==> config.mk <==
export PLATFORM = sky130hd
export DESIGN_NAME = gnn_frame_sequencer
export DESIGN_NICKNAME = d
export VERILOG_FILES = /design/src/rtl/gnn_frame_sequencer.sv
export SDC_FILE = /design/constraint.sdc
export NUM_CORES = 1
export LEC_CHECK = 0
export ABC_AREA = 1
export CORE_MARGIN = 5
export CORE_UTILIZATION = 45
export DETAILED_ROUTE_END_ITERATION = 16
export PLACE_DENSITY = 0.83
export SYNTH_ARGS = -nofsm -noshare
export SYNTH_HDL_FRONTEND = slang
export SYNTH_SLANG_ARGS = --single-unit
==> constraint.sdc <==
create_clock -name clk -period 2.3 [get_ports clk]
set_clock_uncertainty 0.05 [all_clocks]
set_input_delay 0.23 -clock clk [delete_from_list [all_inputs] [get_ports clk]]
set_output_delay 0.23 -clock clk [all_outputs]
set_load 0.1 [all_outputs]
==> src/rtl/gnn_frame_sequencer.sv <==
// gnn_frame_sequencer: buffers a 4-node feature frame, fires the shared-weight GNN datapath,
// collects the eight per-node results (with a watchdog) and streams them out one node per beat.
`default_nettype none

module gnn_frame_sequencer #(
  parameter int TIMEOUT = 64,
  parameter int CNT_W   = 7
) (
  input  logic         clk,
  input  logic         rst_n,
  input  logic         s_valid,
  output logic         s_ready,
  input  logic [19:0]  s_x,
  output logic         dp_in_ready,
  output logic [79:0]  dp_x,
  output logic         dp_w_en,
  input  logic [167:0] dp_out,
  input  logic [7:0]   dp_out_rdy,
  output logic         m_valid,
  input  logic         m_ready,
  output logic [1:0]   m_node,
  output logic [20:0]  m_out0,
  output logic [20:0]  m_out1,
  output logic         frame_done,
  output logic         err_timeout
);

  typedef enum logic [1:0] {
    LOAD  = 2'd0,
    FIRE  = 2'd1,
    WAIT  = 2'd2,
    DRAIN = 2'd3
  } state_t;

  state_t             state;
  logic [1:0]         load_cnt;
  logic [CNT_W-1:0]   wait_cnt;
  logic [7:0]         mask;
  logic [7:0]         mask_n;
  logic [7:0][20:0]   res;
  logic [7:0][20:0]   res_n;
  logic [1:0]         next_node;

  assign next_node = m_node + 2'd1;

  // Result field i sits at dp_out[21*i +: 21]; first ready pulse wins, later ones are ignored.
  always_comb begin
    mask_n = mask;
    res_n  = res;
    if (state == WAIT) begin
      for (int i = 0; i < 8; i++) begin
        if (dp_out_rdy[i] && !mask[i]) begin
          mask_n[i] = 1'b1;
          res_n[i]  = dp_out[21*i +: 21];
        end
      end
    end
  end

  always_ff @(posedge clk) begin
    if (!rst_n) begin
      state       <= LOAD;
      load_cnt    <= 2'd0;
      wait_cnt    <= '0;
      mask        <= '0;
      res         <= '0;
      s_ready     <= 1'b1;
      dp_in_ready <= 1'b0;
      dp_w_en     <= 1'b0;
      dp_x        <= '0;
      m_valid     <= 1'b0;
      m_node      <= 2'd0;
      m_out0      <= '0;
      m_out1      <= '0;
      frame_done  <= 1'b0;
      err_timeout <= 1'b0;
    end else begin
      frame_done <= 1'b0;
      case (state)
        LOAD: begin
          if (s_valid && s_ready) begin
            for (int n = 0; n < 4; n++) begin
              if (load_cnt == 2'(n)) dp_x[20*n +: 20] <= s_x;
            end
            load_cnt <= load_cnt + 2'd1;
            if (load_cnt == 2'd3) begin
              state       <= FIRE;
              s_ready     <= 1'b0;
              dp_in_ready <= 1'b1;
              dp_w_en     <= 1'b1;
            end
          end
        end
        FIRE: begin
          dp_in_ready <= 1'b0;
          mask        <= '0;
          res         <= '0;
          wait_cnt    <= '0;
          state       <= WAIT;
        end
        WAIT: begin
          mask     <= mask_n;
          res      <= res_n;
          wait_cnt <= wait_cnt + 1'b1;
          // The TIMEOUT-th WAIT cycle is the last one; completion in that cycle beats the timeout.
          if ((&mask_n) || (wait_cnt == CNT_W'(TIMEOUT - 1))) begin
            if (!(&mask_n)) err_timeout <= 1'b1;
            state   <= DRAIN;
            dp_w_en <= 1'b0;
            m_valid <= 1'b1;
            m_node  <= 2'd0;
            m_out0  <= res_n[0];
            m_out1  <= res_n[1];
          end
        end
        DRAIN: begin
          if (m_ready) begin
            if (m_node == 2'd3) begin
              m_valid    <= 1'b0;
              frame_done <= 1'b1;
              s_ready    <= 1'b1;
              state      <= LOAD;
            end else begin
              m_node <= next_node;
              m_out0 <= res[{next_node, 1'b0}];
              m_out1 <= res[{next_node, 1'b1}];
            end
          end
        end
        default: state <= LOAD;
      endcase
    end
  end

endmodule

`default_nettype wire

# --- Word level (Yosys, flattened, before mapping) ---
# Cells that the tools add are included.
op_classes:
  addsub: 3
  order_cmp: 2
  n_eq_ne: 20
  mux: 57
  bitwise_logic: 1
  n_reduce_logical: 45
op_table:
  columns: ["cell", "count"]
  rows:
  - ["21-bit 2-to-1 mux", 16]
  - ["168-bit one-hot mux with 2 select lines", 1]
  - ["21-bit binary-select mux with 2-bit select", 2]
  - ["21-bit one-hot mux with 2 select lines", 2]
  - ["3-bit AND reduction", 7]
  - ["1-bit 2-to-1 mux", 19]
  - ["2-bit 2-to-1 mux", 8]
  - ["8-bit one-hot mux with 2 select lines", 1]
  - ["2-bit by 1-bit inequality test with 1-bit output, second input constant", 7]
  - ["7-bit one-hot mux with 2 select lines", 1]
  - ["2-bit AND reduction", 7]
  - ["4-bit AND reduction", 3]
  - ["2-bit equality test, second input constant", 5]
  - ["2-bit inequality test, second input constant", 5]
  - ["5-bit AND reduction", 2]
  - ["2-bit nonzero test", 5]
  - ["1-bit logical AND", 9]
  - ["1-bit zero test", 8]
  - ["3-bit by 4-bit less-than comparator with 1-bit output, second input constant", 2]
  - ["8-bit 2-to-1 mux", 1]
  - ["1-bit one-hot mux with 2 select lines", 4]
  - ["2-bit one-hot mux with 4 select lines", 1]
  - ["8-bit AND reduction", 1]
  - ["7-bit by 1-bit adder with 7-bit output, second input constant", 1]
  - ["other kinds (7)", 10]
totals:
  reg_bits: 317
  out_inout_bits: 130

# --- Logic depth before layout (Yosys ltp) ---
depth:
  ltp_word: 8
  depth_mapped: 14

# --- Worst setup path before layout ---
# No wires, ideal clock.
synth_timing:
  path_kind: "register -> register"
  startpoint: "register m_node[1]"
  endpoint: "register m_out1[13]"
  setup_ns: 0.110
  t_arrival_ns: 2.198
  required_ns: 2.140
  path_slack_ns: -0.058
  stages_incl_launch_ff: 11
  period_less_slack_ns: 2.358
  path_cell_list: "dfxtp_1 -> ha_1 -> nand2_1 -> clkbuf_1 -> a21oi_1 -> o21ai_0 -> nand2_1 -> nor2_1 -> nand4_1 -> nand2_1 -> nor2_1"
synth_via:
  elab_chain_cells: 6
  elab_cells_between_ends: 9
synth_lines:
  columns: ["element", "line_no", "text"]
  rows:
  - ["from (decl)", "21", "output logic [1:0] m_node,"]
  - ["from (signal assigned)", "124", "m_node <= next_node;"]
  - ["2-bit by 1-bit adder with 2-bit output", "44", "assign next_node = m_node + 2'd1;"]
  - ["21-bit binary-select mux with 2-bit select", "126", "m_out1 <= res[{next_node, 1'b1}];"]
  - ["21-bit 2-to-1 mux (implied by the code)", "126", null]
  - ["21-bit 2-to-1 mux", "118", "if (m_node == 2'd3) begin"]
  - ["21-bit 2-to-1 mux", "117", "if (m_ready) begin"]
  - ["21-bit one-hot mux with 2 select lines", "79", "case (state)"]
  - ["to (signal assigned)", "113", "m_out1 <= res_n[1];"]
  - ["to (signal assigned)", "126", null]
  - ["to (decl)", "23", "output logic [20:0] m_out1,"]
# Several ways; a longest one is shown, not always the timed one. The select of a mux whose other input is x is not followed.
# A chain may end at the register's enable or synchronous reset.

# --- Worst setup path after layout ---
layout_timing:
  startpoint: "register state[1]"
  endpoint: "register wait_cnt[4]"
layout_via:
  elab_chain_cells: 2
  elab_cells_between_ends: 4
layout_lines:
  columns: ["element", "line_no", "text"]
  rows:
  - ["from (decl)", "35", "state_t state;"]
  - ["from (signal assigned)", "62", "state <= LOAD;"]
  - ["from (signal assigned)", "87", "state <= FIRE;"]
  - ["from (signal assigned)", "99", "state <= WAIT;"]
  - ["2-bit equality test / 2-bit by 1-bit equality test with 1-bit output (equally long branches)", "79", null]
  - ["7-bit one-hot mux with 2 select lines / 2-bit nonzero test (equally long branches)", null, null]
  - ["to (signal assigned)", "104", "wait_cnt <= wait_cnt + 1'b1;"]
  - ["to (decl)", "37", "logic [CNT_W-1:0] wait_cnt;"]
# Several ways; a longest one is shown, not always the timed one.

==> flow_metrics.env <==
export IMPL_grt_pass1_wl_mm=75.8
export IMPL_syn_inst=2088
export IMPL_synthArstFlopShare_pct=0
export IMPL_layout_common_cells="350 x nor2_1, 315 x dfxtp_1, 264 x nand3_1, 263 x nand2_1, 200 x inv_1"
export IMPL_maxSlewHeadroom_pct=32.2
export IMPL_hp_start="rst_n"
export IMPL_tns_ns=0
export IMPL_cts_root_buf="clkbuf_16"
export IMPL_syn_nets=2299
export IMPL_hold_path_cell_count=3
export IMPL_clock_path_buffers=3
export IMPL_yosys_warnings=0
export IMPL_ctsHtreeMaxLevel=2
export IMPL_hold_class="primary input to flop"
export IMPL_reg2reg_setup_slack_ns=0.13
export IMPL_grt_ovfl_total=0
export IMPL_totalWireLength_mm=48.8
export IMPL_cp_slowest_cell="dfxtp_1"
export IMPL_met3_length_mm=4.72
export IMPL_cts_tree="done"
export IMPL_worstMarginPinSlew_ns=1.02
export IMPL_timing_final_ws_setup_ns=0.132
export IMPL_synth_area_mm2=0.0145
export IMPL_whs_endpoint="m_out1[9]$_SDFFE_PN0P_"
export IMPL_vias=15300
export IMPL_rsz0062_at_grt="false"
export IMPL_drt_iter0_drc=1468
export IMPL_cp_start_kind="flop"
export IMPL_grt_pass1_vias=14500
export IMPL_placed_cells=2699
export IMPL_fmax_ghz=0.461
export IMPL_r2r_end="wait_cnt[4]$_SDFFE_PN0P_"
export IMPL_final_area_mm2=0.0190
export IMPL_powerDensity_mw_per_mm2=1300
export IMPL_synth_xor_area_share_pct=0
export IMPL_io_buffer_count=329
export IMPL_yosys_area_share_simple_pct=27.5
export IMPL_dp_hpwl_mm=33.9
export IMPL_cp_end_kind="flop"
export IMPL_path_class="flop to flop"
export IMPL_layout_drive_gt1_share_pct=10.9
export IMPL_via_per_inst=5.52
export IMPL_synth_top_area_share_pct=43.8
export IMPL_met2WireLength_mm=22.6
export IMPL_synth_top_area_cell="dfxtp_1"
export IMPL_ys_ff_latch=317
export IMPL_area_delta_synth_final_pct=31.0
export IMPL_hold_viol=0
export IMPL_outcome="complete, no violations"
export IMPL_track_usage_pct=25.7
export IMPL_yosysSeqAreaShare_pct=43.8
export IMPL_synth_ff_type="dfxtp_1"
export IMPL_worstPathArrival_ns=2.54
export IMPL_nets=2546
export IMPL_layout_min_cycle_time_ns=2.17
export IMPL_synth_distinct_cells=24
export IMPL_gp_congestion=0.897
export IMPL_place_area_mm2=0.0178
export IMPL_clk_latency_ns=0.52
export IMPL_maxCapViolCount=0
export IMPL_drc=0
export IMPL_ir_drop_mv=0.966
export IMPL_p_leak_nw=7.75
export IMPL_first_pass_iters=6
export IMPL_core_area_mm2=0.0317
export IMPL_cts_buffers=35
export IMPL_drv_slew=0
export IMPL_die_w_um=190
export IMPL_highest_layer="met5"
export IMPL_synthMuxAreaShare_pct=0
export IMPL_die_area_mm2=0.0359
export IMPL_synth_edf_count=0
export IMPL_wl_per_cell_um=17.7
export IMPL_die_h_um=190
export IMPL_start_util_pct=45.7
export IMPL_worst_r2r_cell_count=5
export IMPL_post_place_ws_ns=0.126
export IMPL_max_stage_delay_ns=0.43
export IMPL_synth_compound_area_share_pct=17.4
export IMPL_cts_sinks=317
export IMPL_antenna_found_initial=6
export IMPL_r2r_start="state[1]$_SDFFE_PN0P_"
export IMPL_critPathMaxFanout=8
export IMPL_yosys_top_cells_area="dfxtp_1 44%, nand3_1 9.1%, nor2_1 9.1%"
export IMPL_synthAdderAreaFrac_pct=0.949
export IMPL_clk_transition_reported_paths_ns=0.06
export IMPL_setup_viol=0
export IMPL_grt_max_degree=176
export IMPL_rows=65
export IMPL_layoutNonFillerInstCount=2763
export IMPL_avgSynthCellArea_um2=6.95
export IMPL_layout_cells_most_common="nor2_1"
export IMPL_crit_chain="inv_1 -> ha_1 -> a21oi_1 -> clkinv_1 -> a211oi_1"
export IMPL_synth_top_family_by_area="simple AND/OR/NAND/NOR gates"
export IMPL_postCtsHoldBufs=0
export IMPL_met1_length_mm=19.6
export IMPL_route_antenna_remaining_nets=0
export IMPL_period_share_pct=94.2
export IMPL_required_ns=2.67
export IMPL_io_pins=330
[cell type report]
| cell class | instances | area (um2) |
|---|---|---|
| fill | 2787 | 12700 |
| sequential | 317 | 6350 |
| multi-input combinational | 1397 | 6700 |
| timing repair buffer | 381 | 3490 |
| clock inverter | 13 | 151 |
| antenna | 3 | 7.51 |
| clock buffer | 47 | 1030 |
| inverter | 203 | 767 |
| tap | 402 | 503 |
[report_power, final]
part	internal (mW)	switching, mW
registers	6.35	0.580
logic	3.06	8.96
clock network	3.49	2.26
total	12.9	11.8
[synth_stat cells, types with 2 or more instances]
master and instances:
nand4_1 46, buf_1 20, buf_6 4, buf_4 6
a21oi_1 189, o21ai_0 173, a211oi_1 2, nand3_1 264
inv_1 201, ha_1 11, o211ai_1 42, nor3_1 3
nand2_1 268, clkinv_1 2, buf_2 43, clkbuf_1 98
nor2_1 352, dfxtp_1 317, a2bb2oi_1 42
[repair_timing]
| action | CTS | global route |
|---|---|---|
| setup endpoints to repair | 0 | 108 |
| buffers inserted | 0 | 1 |
| gates resized for setup | 0 | 5 |
[how the worst max path moves through the flow]
stage                          start                  endpoint  slack [ns]  cells past startpoint
5_1_grt        state[0]$_SDFFE_PN0P_     res[127]$_SDFFE_PN0P_       0.007                      7
3_5_place_dp   state[0]$_SDFFE_PN0P_      dp_x[2]$_SDFFE_PN0P_        0.13                      9
3_3_place_gp                 s_valid     dp_x[17]$_SDFFE_PN0P_        0.25                      8
4_1_cts        state[0]$_SDFFE_PN0P_      dp_x[2]$_SDFFE_PN0P_        0.07                      9
2_1_floorplan   s_ready$_SDFFE_PN1P_      dp_x[0]$_SDFFE_PN0P_        0.24                      7
6_report       state[1]$_SDFFE_PN0P_  wait_cnt[4]$_SDFFE_PN0P_        0.13                      5
[flip-flops by register name, summed over array words and instances, names as in the netlist, 2 cells and up]
register  cells
m_out1       21
wait_cnt      7
dp_x         80
res         168
state         2
m_node        2
m_out0       21
mask          8
load_cnt      2
[worst max-delay path: cells and delay by family (launching register included)]
family	cells	cell delay (ns)
compound gates	2	0.69
fa+ha+maj	1	0.40
buf+inv	2	0.51
flops	1	0.43
[per-layer routing]
metal	up-vias	track usage, %
li1	7356	-
met1	6987	32.4
met2	780	43.2
met3	121	5.63
met4	6	9.57
met5	-	0
[kinds of logic (layout without fill, tap and decap cells)]
kind of cell,after synthesis,in the layout
other cells,0,3
fa+ha+maj,11,11
simple gates,937,937
compound gates,449,449
buf+inv,374,644
flops,317,317
[through the flow]
stage	hold slack [ns]	power (mW)	utilization [%]
2_1_floorplan	0.337	15.7	-
3_3_place_gp	0.381	18.6	56.1
3_5_place_dp	0.386	18.9	56.1
4_1_cts	0.112	24.6	59.8
5_1_grt	0.148	25.9	59.9
6_report	0.136	24.7	59.9
Power figures use the tool's default switching activity.
